$ cat src/rtl/serial_adder_n_pkg.sv
`default_nettype none
// ============================================================================
// Package : serial_arith_pkg
// Purpose : Shared definitions for the bit-serial arithmetic blocks.
//           - state_t   : 2-bit encoding of the IDLE / RUN / DONE sequencer
//           - cnt_width : bit-counter width able to hold 0..w without wrapping
// Revision: 1.0 - initial release
// ============================================================================
package serial_arith_pkg;

  typedef enum logic [1:0] {
    IDLE = 2'd0,
    RUN  = 2'd1,
    DONE = 2'd2
  } state_t;

  // Counter must reach w-1 without wrapping; sizing for w+1 values keeps a
  // spare count so the terminal compare never aliases onto zero.
  function automatic int cnt_width(input int w);
    return $clog2(w + 1);
  endfunction

endpackage : serial_arith_pkg
`default_nettype wire

$ cat src/rtl/serial_adder_n_if.sv
`default_nettype none
// ============================================================================
// Interface : serial_adder_n_if
// Purpose   : Start/busy/done request bus of the bit-serial adder.
// Signals   : start, sub, a, b, cin   - request side (master drives)
//             busy, done, sum, cout,
//             ovf                     - response side (slave drives)
// Modports  : master (requester), slave (adder)
// Revision  : 1.0 - initial release
// ============================================================================
interface serial_adder_n_if #(
  parameter int WIDTH = 8
);

  logic             start;
  logic             sub;
  logic [WIDTH-1:0] a;
  logic [WIDTH-1:0] b;
  logic             cin;
  logic             busy;
  logic             done;
  logic [WIDTH-1:0] sum;
  logic             cout;
  logic             ovf;

  modport master (
    output start, sub, a, b, cin,
    input  busy, done, sum, cout, ovf
  );

  modport slave (
    input  start, sub, a, b, cin,
    output busy, done, sum, cout, ovf
  );

endinterface : serial_adder_n_if
`default_nettype wire

$ cat src/rtl/serial_adder_n_full_adder_bit.sv
`default_nettype none
// ============================================================================
// Module  : full_adder_bit
// Purpose : One-bit full adder built from two half-adder gate pairs and an
//           OR gate merging the two partial carries.
// Ports   : a, b, ci (in)  - operand bits and carry-in
//           s, co    (out) - sum bit and carry-out
// Revision: 1.0 - initial release
// ============================================================================
module full_adder_bit (
  input  wire logic a,
  input  wire logic b,
  input  wire logic ci,
  output logic      s,
  output logic      co
);

  logic w_ha0_s;
  logic w_ha0_c;
  logic w_ha1_c;

  // First half adder: a + b
  assign w_ha0_s = a ^ b;
  assign w_ha0_c = a & b;

  // Second half adder: partial sum + carry-in
  assign s       = w_ha0_s ^ ci;
  assign w_ha1_c = w_ha0_s & ci;

  // At most one half adder can generate a carry, so OR is the majority
  assign co      = w_ha0_c | w_ha1_c;

endmodule : full_adder_bit
`default_nettype wire

$ cat src/rtl/serial_adder_n.sv
`default_nettype none
// ============================================================================
// Module  : serial_adder_n
// Purpose : Bit-serial adder/subtractor. One result bit per clock, LSB first,
//           through a single full-adder cell and a carry flip-flop.
//           sub=0 : sum = a + b + cin
//           sub=1 : sum = a - b  (b inverted, carry seeded with 1)
// Ports   : clk  - clock, rising edge
//           rst  - asynchronous active-high reset
//           bus  - serial_adder_n_if.slave (start/sub/a/b/cin in,
//                  busy/done/sum/cout/ovf out)
// Timing  : start accepted at edge E0, done high in the cycle after E_WIDTH,
//           busy high for exactly WIDTH cycles.
// Revision: 1.0 - initial release
// ============================================================================
module serial_adder_n
  import serial_arith_pkg::*;
#(
  parameter int WIDTH = 8
) (
  input  wire logic        clk,
  input  wire logic        rst,
  serial_adder_n_if.slave  bus
);

  localparam int CNT_W = cnt_width(WIDTH);
  localparam logic [CNT_W-1:0] LAST_BIT = CNT_W'(WIDTH - 1);

  state_t           state;
  logic [WIDTH-1:0] a_sh;
  logic [WIDTH-1:0] b_sh;
  logic [WIDTH-1:0] res_sh;
  logic             carry;
  logic [CNT_W-1:0] cnt;

  logic             s_bit;
  logic             c_next;
  logic [WIDTH-1:0] res_next;

  full_adder_bit u_fa (
    .a  (a_sh[0]),
    .b  (b_sh[0]),
    .ci (carry),
    .s  (s_bit),
    .co (c_next)
  );

  assign res_next = {s_bit, res_sh[WIDTH-1:1]};

  always_ff @(posedge clk or posedge rst) begin
    if (rst) begin
      state    <= IDLE;
      a_sh     <= '0;
      b_sh     <= '0;
      res_sh   <= '0;
      carry    <= 1'b0;
      cnt      <= '0;
      bus.busy <= 1'b0;
      bus.done <= 1'b0;
      bus.sum  <= '0;
      bus.cout <= 1'b0;
      bus.ovf  <= 1'b0;
    end else begin
      case (state)
        IDLE, DONE: begin
          bus.done <= 1'b0;
          if (bus.start) begin
            // Subtraction is a + ~b + 1: invert b here, seed carry with 1
            a_sh     <= bus.a;
            b_sh     <= bus.b ^ {WIDTH{bus.sub}};
            carry    <= bus.sub ? 1'b1 : bus.cin;
            cnt      <= '0;
            bus.busy <= 1'b1;
            state    <= RUN;
          end else begin
            state    <= IDLE;
          end
        end

        RUN: begin
          carry  <= c_next;
          a_sh   <= a_sh >> 1;
          b_sh   <= b_sh >> 1;
          res_sh <= res_next;
          cnt    <= cnt + 1'b1;
          if (cnt == LAST_BIT) begin
            // On the MSB step the carry register still holds the carry into
            // the MSB, so overflow is that carry XOR the MSB carry-out.
            bus.sum  <= res_next;
            bus.cout <= c_next;
            bus.ovf  <= carry ^ c_next;
            bus.busy <= 1'b0;
            bus.done <= 1'b1;
            state    <= DONE;
          end
        end

        default: begin
          bus.busy <= 1'b0;
          bus.done <= 1'b0;
          state    <= IDLE;
        end
      endcase
    end
  end

endmodule : serial_adder_n
`default_nettype wire
$ cat src/flat_wrapper.sv
// flat-port wrapper written by rule: the top's interface ports become plain ports
module serial_adder_n_flat import serial_arith_pkg::*;
#(
  parameter int WIDTH = 8
)
  (clk, rst, bus_start, bus_sub, bus_a, bus_b, bus_cin, bus_busy, bus_done, bus_sum, bus_cout, bus_ovf);
  serial_adder_n_if #(.WIDTH(WIDTH)) bus_i ();
  input  wire logic clk;
  input  wire logic rst;
  input wire logic [$bits(bus_i.start)-1:0] bus_start;
  input wire logic [$bits(bus_i.sub)-1:0] bus_sub;
  input wire logic [$bits(bus_i.a)-1:0] bus_a;
  input wire logic [$bits(bus_i.b)-1:0] bus_b;
  input wire logic [$bits(bus_i.cin)-1:0] bus_cin;
  output wire logic [$bits(bus_i.busy)-1:0] bus_busy;
  output wire logic [$bits(bus_i.done)-1:0] bus_done;
  output wire logic [$bits(bus_i.sum)-1:0] bus_sum;
  output wire logic [$bits(bus_i.cout)-1:0] bus_cout;
  output wire logic [$bits(bus_i.ovf)-1:0] bus_ovf;
  assign bus_i.start = bus_start;
  assign bus_i.sub = bus_sub;
  assign bus_i.a = bus_a;
  assign bus_i.b = bus_b;
  assign bus_i.cin = bus_cin;
  assign bus_busy = bus_i.busy;
  assign bus_done = bus_i.done;
  assign bus_sum = bus_i.sum;
  assign bus_cout = bus_i.cout;
  assign bus_ovf = bus_i.ovf;
  serial_adder_n #(.WIDTH(WIDTH)) u_core (.clk(clk), .rst(rst), .bus(bus_i));
endmodule
$ cat config.mk
export PLATFORM = sky130hd
export DESIGN_NAME = serial_adder_n_flat
export DESIGN_NICKNAME = d
export VERILOG_FILES = /design/src/rtl/serial_adder_n_pkg.sv /design/src/rtl/serial_adder_n_if.sv /design/src/rtl/serial_adder_n_full_adder_bit.sv /design/src/rtl/serial_adder_n.sv /design/src/flat_wrapper.sv
export SDC_FILE = /design/constraint.sdc
export NUM_CORES = 1
export LEC_CHECK = 0
export ABC_AREA = 0
export CAP_MARGIN = 25
export CORE_MARGIN = 2
export CORE_UTILIZATION = 55
export DETAILED_ROUTE_END_ITERATION = 12
export PLACE_DENSITY = 0.92
export SYNTH_ARGS = -nofsm -noshare
export SYNTH_HDL_FRONTEND = slang
export SYNTH_SLANG_ARGS = --single-unit
$ cat constraint.sdc
create_clock -name clk -period 3.9 [get_ports clk]
set_clock_uncertainty 0.1 [all_clocks]
set_input_delay 0.78 -clock clk [delete_from_list [all_inputs] [get_ports clk]]
set_output_delay 0.78 -clock clk [all_outputs]
set_load 0.02 [all_outputs]
==> metrics.txt, run 1 <==
ys flop type=dfrtp_1; cell taking the most area after synthesis=dfrtp_1; largest stage delay on the critical path=0.72 ns; core area=0.00305 mm^2; Synth Area per Inst=around 14 um^2; Finished Core Util=71.4%; RSZ-0062 raised after global routing=no; largest net degree at the start of global routing=42; Final Hold Viols=0; I/O pin total=33; Crit path buffers/inverters=1; Die Wd=between 60 and 70 um; top-count cell post-synth=dfrtp_1; CTS tree=yes; Area growth, synth to finish=22.6%; CP Max Fanout=19; worst vdd ir=about 0.34 mV; slowest CP cell=nor2b_1; Inserted Diodes=0; Cells after Synth=130; Crit path required time=approximately 4.0 ns; EDFF count, synth=0; crit-path cells=clkdlybuf4s50_1 -> nor2b_1 -> nor2_4 -> a221o_1; clk slew on worst S/H paths=0.11 ns; outcome=complete, no violations; CTS root buffer=clkbuf_4; post-synthesis sequential area ratio=57.7%; critical path class=in2reg; buffer depth of the longest clock path=2; ANT nets after route=0; CP Capture Type=register; ys async rst share=between 90% and 100%; H-Tree Depth=2; max-cap viol count=0; Area contributors post-synth=dfrtp_1, mux2_2, a22o_1, a221o_1, xnor2_1; vias per cell=5.39; YS warnings=0; Routed WL=2.98 mm; TritonCTS Buffers=5; top cell type's share of synthesized area=57.7%; drt initial violations=37; mean routed wirelength per cell=14.5 um; Clk Latency, worst-skew pair=0.35 ns; synth cell count leaders=dfrtp_1, mux2_2, a22o_1; Rel. slew slack=40.7%; routed vias=1110; Synth Register Bits=41; Power Density=between 700 and 800 mW/mm^2; count of final setup violators=0; CTS Sinks=approximately 40; Port Buffer Count=32; CP top delay family=simple AND/OR/NAND/NOR gates; Final period util=a little over three fifths; Worst-Margin Slew=0.888 ns; filler instances=219; final slew viol count=0; cell row count=20; DRT Pass-1 Iters=4; gp weighted congestion=0.707; Synth cell types=26; Net Count, Synth=roughly 150; first-pass GRT wire length=4.60 mm; cell area after synthesis=roughly 0.0018 mm^2; Setup TNS=0 ns; die area=0.00370 mm^2; fraction of layout cells with a size suffix above 1=17.3%; layout net count=around 190; crit path time final=between 2 and 2.5 ns; # DRC=0; HPWL after DPL=between 2 and 2.5 mm; PostCTS Resize Cnt=0; post-CTS setup repair buffer count=0; Initial Util=just under 60%; cts hold-fix bufs=0; Congestion Overflow GR=0; initial antenna violation count=0; Die Y-Extent=60.9 um; HP Class=reg2reg; GRT Overall Usage=17.4%; critical path startpoint category=input pin; vias in the first global route=1085; Leak Pwr=1.00 nW; fmax=0.409 GHz; WP data arrival=2.57 ns
==> flip-flops by register name, indices dropped and copies added, names as in the netlist <==
name,cells
u_core.b_sh,8
u_core.bus.ovf,1
u_core.bus.cout,1
u_core.carry,1
u_core.bus.busy,1
u_core.res_sh,7
u_core.a_sh,8
u_core.bus.sum,8
u_core.cnt,4
u_core.bus.done,1
u_core.state,1
==> where the power goes <==
group / internal (mW) / switching (mW) / total, mW
combinational: 0.394 / 0.322 / 0.717
sequential: 0.621 / 0.129 / 0.750
clock: 0.131 / 0.128 / 0.259
==> per-stage QoR <==
step | hold slack [ns] | power [mW] | setup slack, ns | std cells | cell area (um^2)
3_3_place_gp | 0.352 | 1.42 | 1.21 | 199 | 2110
3_5_place_dp | 0.367 | 1.48 | 1.12 | 199 | 2110
6_report | 0.389 | 1.73 | 1.46 | 206 | 2180
5_1_grt | 0.418 | 1.82 | 1.37 | 206 | 2180
2_1_floorplan | 0.336 | 1.27 | 2.07 | 130 | 1780
4_1_cts | 0.390 | 1.74 | 1.48 | 206 | 2180
==> placed cells by master (no fill, tap or decap), types with 3 or more instances in the layout <==
| cell type | count |
|---|---|
| dfrtp_1 | 41 |
| a221o_1 | 8 |
| mux2_2 | 17 |
| nand2_1 | 3 |
| a21o_1 | 7 |
| nor2_1 | 10 |
| xnor2_1 | 7 |
| clkbuf_4 | 5 |
| a22o_1 | 11 |
| clkdlybuf4s50_1 | 32 |
==> final timing paths <==
| kind | start | to | slack [ns] | cells past startpoint |
|---|---|---|---|---|
| max | bus_start | u_core.b_sh[0] | 1.46 | 4 |
| min | u_core.a_sh[4] | u_core.a_sh[4] | 0.39 | 1 |
| max reg2reg | u_core.cnt[1] | u_core.bus.sum[0] | 1.79 | 4 |
| min reg2reg | u_core.a_sh[4] | u_core.a_sh[4] | 0.39 | 1 |
| max in group asynchronous | rst | u_core.bus.sum[2] | 2.61 | 3 |
| min in group asynchronous | rst | u_core.res_sh[7] | 0.75 | 3 |
==> layer usage <==
layer	vias up	global-route usage (%)	wire length [um]
met4	0	9.94	64
met5	-	0	0
met2	33	27.8	1450
met1	544	21.7	1320
met3	7	4.26	144
li1	526	-	-
==> kinds of logic (layout without fill, tap and decap cells) <==
group	count (synthesis)	in the layout	synth area share (%)
compound gates	27	27	13.2
xor+xnor	9	9	4.43
fa+ha+maj	2	2	1.83
buf+inv	9	41	3.24
flops	41	41	57.7
mux	20	20	12.5
simple gates	22	22	7.11
==> cell type report <==
type / count / area [um^2] / area share [%]
sequential: 41 / 1030 / 47.1
multi-input combinational: 80 / 694 / 31.9
timing repair buffer: 33 / 328 / 15.0
tap: 44 / 55.1 / 2.53
clock buffer: 5 / 37.5 / 1.72
clock inverter: 2 / 35.0 / 1.61
inverter: 1 / 3.75 / 0.172
(Power assumes the default switching activity.)
==> inputs of run 2 (changes only) <==
CORE_UTILIZATION = 51   (was 55)
PLACE_DENSITY = 0.87   (was 0.92)
clock period = 2.6 ns   (was 3.9 ns; I/O delays follow)
==> metrics.txt, run 2 (synthesis gave the netlist of run 1 again) <==
count of final setup violators=0; met3 wire length=138 um; PostCTS Resize Cnt=0; layout net count=188; Final Hold Viols=0; # DRC=0; outcome=complete, no violations; buffer depth of the longest clock path=2; Final period util=approximately 80%; DRT Pass-1 Iters=4; Power Density=around 1200 mW/mm^2; core area=roughly 0.0033 mm^2; gp weighted congestion=0.728; Leak Pwr=1.02 nW; Die Y-Extent=63.0 um; Die Wd=63.0 um; CTS tree=yes; vias per cell=about 5.4; Area growth, synth to finish=24.9%; Inserted Diodes=0; critical path class=reg2out; cell row count=21; WP data arrival=1.46 ns; RSZ-0062 raised after global routing=no; fmax=0.481 GHz; Initial Util=53.3%; TritonCTS Buffers=5; final slew viol count=0; CTS Sinks=41; Routed WL=around 3.1 mm; GRT Overall Usage=17.6%; met2 routed WL=approximately 1.6 mm; Port Buffer Count=32; Crit path buffers/inverters=1; top sig layer=met4; largest net degree at the start of global routing=42; mean routed wirelength per cell=14.6 um; crit path time final=2.08 ns; clk slew on worst S/H paths=between 0.1 and 0.15 ns; Clk Latency, worst-skew pair=0.35 ns; worst vdd ir=0.524 mV; Place WS=about 0.53 ns; I/O pin total=33; initial antenna violation count=0; Final Power=2.64 mW; vias in the first global route=1188; HPWL after DPL=2.26 mm; Crit path required time=1.98 ns; Finished Core Util=66.6%; crit-path cells=clkdlybuf4s50_1; HP Class=reg2reg; met1 WL=1.33 mm; fraction of layout cells with a size suffix above 1=roughly a fifth; Worst-Margin Slew=between 0.5 and 0.6 ns; Setup TNS=0 ns; most common cell after layout, fill and taps aside=dfrtp_1; post-CTS setup repair buffer count=0; drt initial violations=57; max-cap viol count=0; Rel. slew slack=66.2%; CP Max Fanout=4; CP Capture Type=output port; critical path startpoint category=register; biggest regs=u_core.a_sh (8), u_core.b_sh (8), u_core.bus.sum (8); die area=0.00397 mm^2; cts hold-fix bufs=0; CP top delay family=buffers and inverters; Congestion Overflow GR=0; ANT nets after route=0; Final WS setup=0.520 ns; routed vias=1136; slowest CP cell=clkdlybuf4s50_1; largest stage delay on the critical path=0.64 ns; H-Tree Depth=2; CTS root buffer=clkbuf_4; first-pass GRT wire length=about 5.4 mm; most frequent cells in the layout=dfrtp_1, clkdlybuf4s50_1, mux2_2
[run 2: metrics by stage]
| stage | std cells | hold slack, ns | instance area, um^2 |
|---|---|---|---|
| after floorplan | 130 | 0.336 | 1780 |
| after global placement | 204 | 0.353 | 2130 |
| after detailed placement | 204 | 0.366 | 2130 |
| after CTS | 212 | 0.390 | 2220 |
| after global routing | 212 | 0.401 | 2220 |
| final | 212 | 0.386 | 2220 |
[run 2: worst paths after layout]
| kind | cells after the start | slack, ns | end | from |
|---|---|---|---|---|
| worst max-delay path | 1 | 0.52 | bus_done | u_core.bus.done |
| min in group asynchronous | 3 | 0.47 | u_core.bus.sum[3] | rst |
| worst min-delay path | 1 | 0.39 | u_core.a_sh[6] | u_core.a_sh[6] |
| worst max register to register | 5 | 0.89 | u_core.bus.sum[1] | u_core.cnt[0] |
| worst min register to register | 1 | 0.39 | u_core.a_sh[6] | u_core.a_sh[6] |
| max in group asynchronous | 3 | 1.57 | u_core.b_sh[2] | rst |
[run 2: cell type report]
type | instances | area [um^2]
fillers | 245 | 1120
well taps | 46 | 57.6
clock inverters | 2 | 37.5
inverters | 1 | 3.75
repair buffers | 36 | 350
clock buffers | 6 | 51.3
flip-flops and latches | 41 | 1030
multi-input cells | 80 | 694
[run 2: report_power, final]
part | internal (mW) | leakage [nW] | switching, mW
registers | 0.931 | 0.510 | 0.190
clock network | 0.229 | 0.0445 | 0.204
logic | 0.607 | 0.466 | 0.475
total | 1.77 | 1.02 | 0.870
[run 2: routing by layer]
| layer | up-vias | GRT usage, % |
|---|---|---|
| li1 | 534 | - |
| met1 | 571 | 22.5 |
| met2 | 25 | 29.1 |
| met3 | 6 | 5.41 |
| met4 | 0 | 5.00 |
| met5 | - | 0 |
==> inputs of run 3 (changes only) <==
clock period = 2.05 ns   (was 2.6 ns; I/O delays follow)
==> metrics.txt, run 3 (synthesis gave the netlist of run 1 again) <==
WP depth=1; die area=about 0.0040 mm^2; Power Density=~1500 mW/mm^2; crit-path cells=clkdlybuf4s50_1; slowest CP cell=clkdlybuf4s50_1; Area growth, synth to finish=23.9%; reg2reg start=u_core.cnt[0]; filler instances=269; Die Wd=63.0 um; drt initial violations=51; ANT nets after route=0; Final period util=a little over nine tenths; Final Hold Viols=0; Port Buffer Count=32; Rel. slew slack=66.7%; clk slew on worst S/H paths=0.12 ns; WP data arrival=roughly 1.5 ns; critical path startpoint category=register; Final Power=3.25 mW; largest stage delay on the critical path=0.64 ns; count of final setup violators=0; CP Capture Type=output port; RSZ-0062 raised after global routing=no; GRT Overall Usage=18.0%; biggest regs=u_core.a_sh (8), u_core.b_sh (8), u_core.bus.sum (8); TritonCTS Buffers=5; met1 usage=21.9%; HP Class=in2async; cts hold-fix bufs=0; Die Y-Extent=63.0 um; HPWL after DPL=2.31 mm; core area=about 0.0033 mm^2; Leak Pwr=1.02 nW; outcome=complete, no violations; R2R Path End=u_core.bus.ovf; r2r setup slk=roughly 0.35 ns; initial antenna violation count=0; CTS root buffer=clkbuf_4; layout net count=188; vias per cell=between 5 and 6; Routed WL=3.12 mm; # DRC=0; Worst-Margin Slew=0.499 ns; crit path time final=between 1.5 and 2 ns; Clk Latency, worst-skew pair=~0.35 ns; gp weighted congestion=0.725; vias in the first global route=1178; fmax=0.510 GHz; routed vias=1150; critical path class=reg2out; CP top delay family=buffers and inverters; worst vdd ir=0.657 mV; most frequent cells in the layout=dfrtp_1, clkdlybuf4s50_1, mux2_2; final slew viol count=0; Inserted Diodes=0; cell row count=21; H-Tree Depth=2; met3 global-route usage=3.96%; Congestion Overflow GR=0; Setup TNS=0 ns; CP Max Fanout=4; Crit path required time=1.54 ns; PostCTS Resize Cnt=0; routing usage on met2=30.5%; most common cell after layout, fill and taps aside=dfrtp_1; first-pass GRT wire length=5.50 mm; Initial Util=53.3%; post-CTS setup repair buffer count=0; I/O pin total=33; CTS Sinks=between 40 and 50; DRT Pass-1 Iters=4; mean routed wirelength per cell=14.7 um; worst reg-to-reg path cell count=5; CTS tree=yes; Top Usage Layer GRT=met2; Finished Core Util=between 60% and 70%; Crit path buffers/inverters=1; largest net degree at the start of global routing=42; fraction of layout cells with a size suffix above 1=19.3%; max-cap viol count=0; buffer depth of the longest clock path=2
==> run 3: cell types whose count changed in the layout (fill, tap and decap cells not counted) <==
cell	before	now
bufinv_16	1	0
clkbuf_8	1	2
clkinv_2	0	1
clkinvlp_4	1	0
==> run 3: area by class of cell <==
class                           instances  area (um^2)  area share (%)
Clock inverter                          1         5.00           0.227
Inverter                                1         3.75           0.170
Tap cell                               46         57.6            2.61
Clock buffer                            7         65.1            2.95
Timing Repair Buffer                   36          350            15.9
Multi-Input combinational cell         80          694            31.5
Sequential cell                        41         1030            46.6
==> run 3: worst max-delay path by stage <==
stage	endpoint	from	slack, ns
after floorplan	u_core.bus.ovf	u_core.cnt[0]	0.47
after global placement	u_core.b_sh[6]	bus_start	0.17
after detailed placement	u_core.carry	bus_start	0.05
after CTS	bus_done	u_core.bus.done	0.05
after global routing	bus_done	u_core.bus.done	0.006
final	bus_done	u_core.bus.done	0.09
==> run 3: metrics by stage <==
step	worst slack [ns]	cells	hold slack, ns	area [um^2]
after floorplan	0.467	130	0.336	1780
after global placement	0.167	204	0.358	2130
after detailed placement	0.0487	204	0.365	2130
after CTS	0.0526	212	0.372	2200
after global routing	0.00614	212	0.409	2200
final	0.0892	212	0.371	2200
==> run 3: power breakdown <==
part	switching [mW]	leakage [nW]	internal, mW
combinational	0.609	0.466	0.771
clock	0.247	0.0413	0.199
sequential	0.243	0.510	1.18
total	1.10	1.02	2.15
==> run 3: layer usage <==
metal	vias to the layer above	wire length, um	share of wire, %
met4	0	63	2.0
li1	540	-	-
met1	582	1320	42
met5	-	0	0
met3	7	114	3.7
met2	21	1620	52
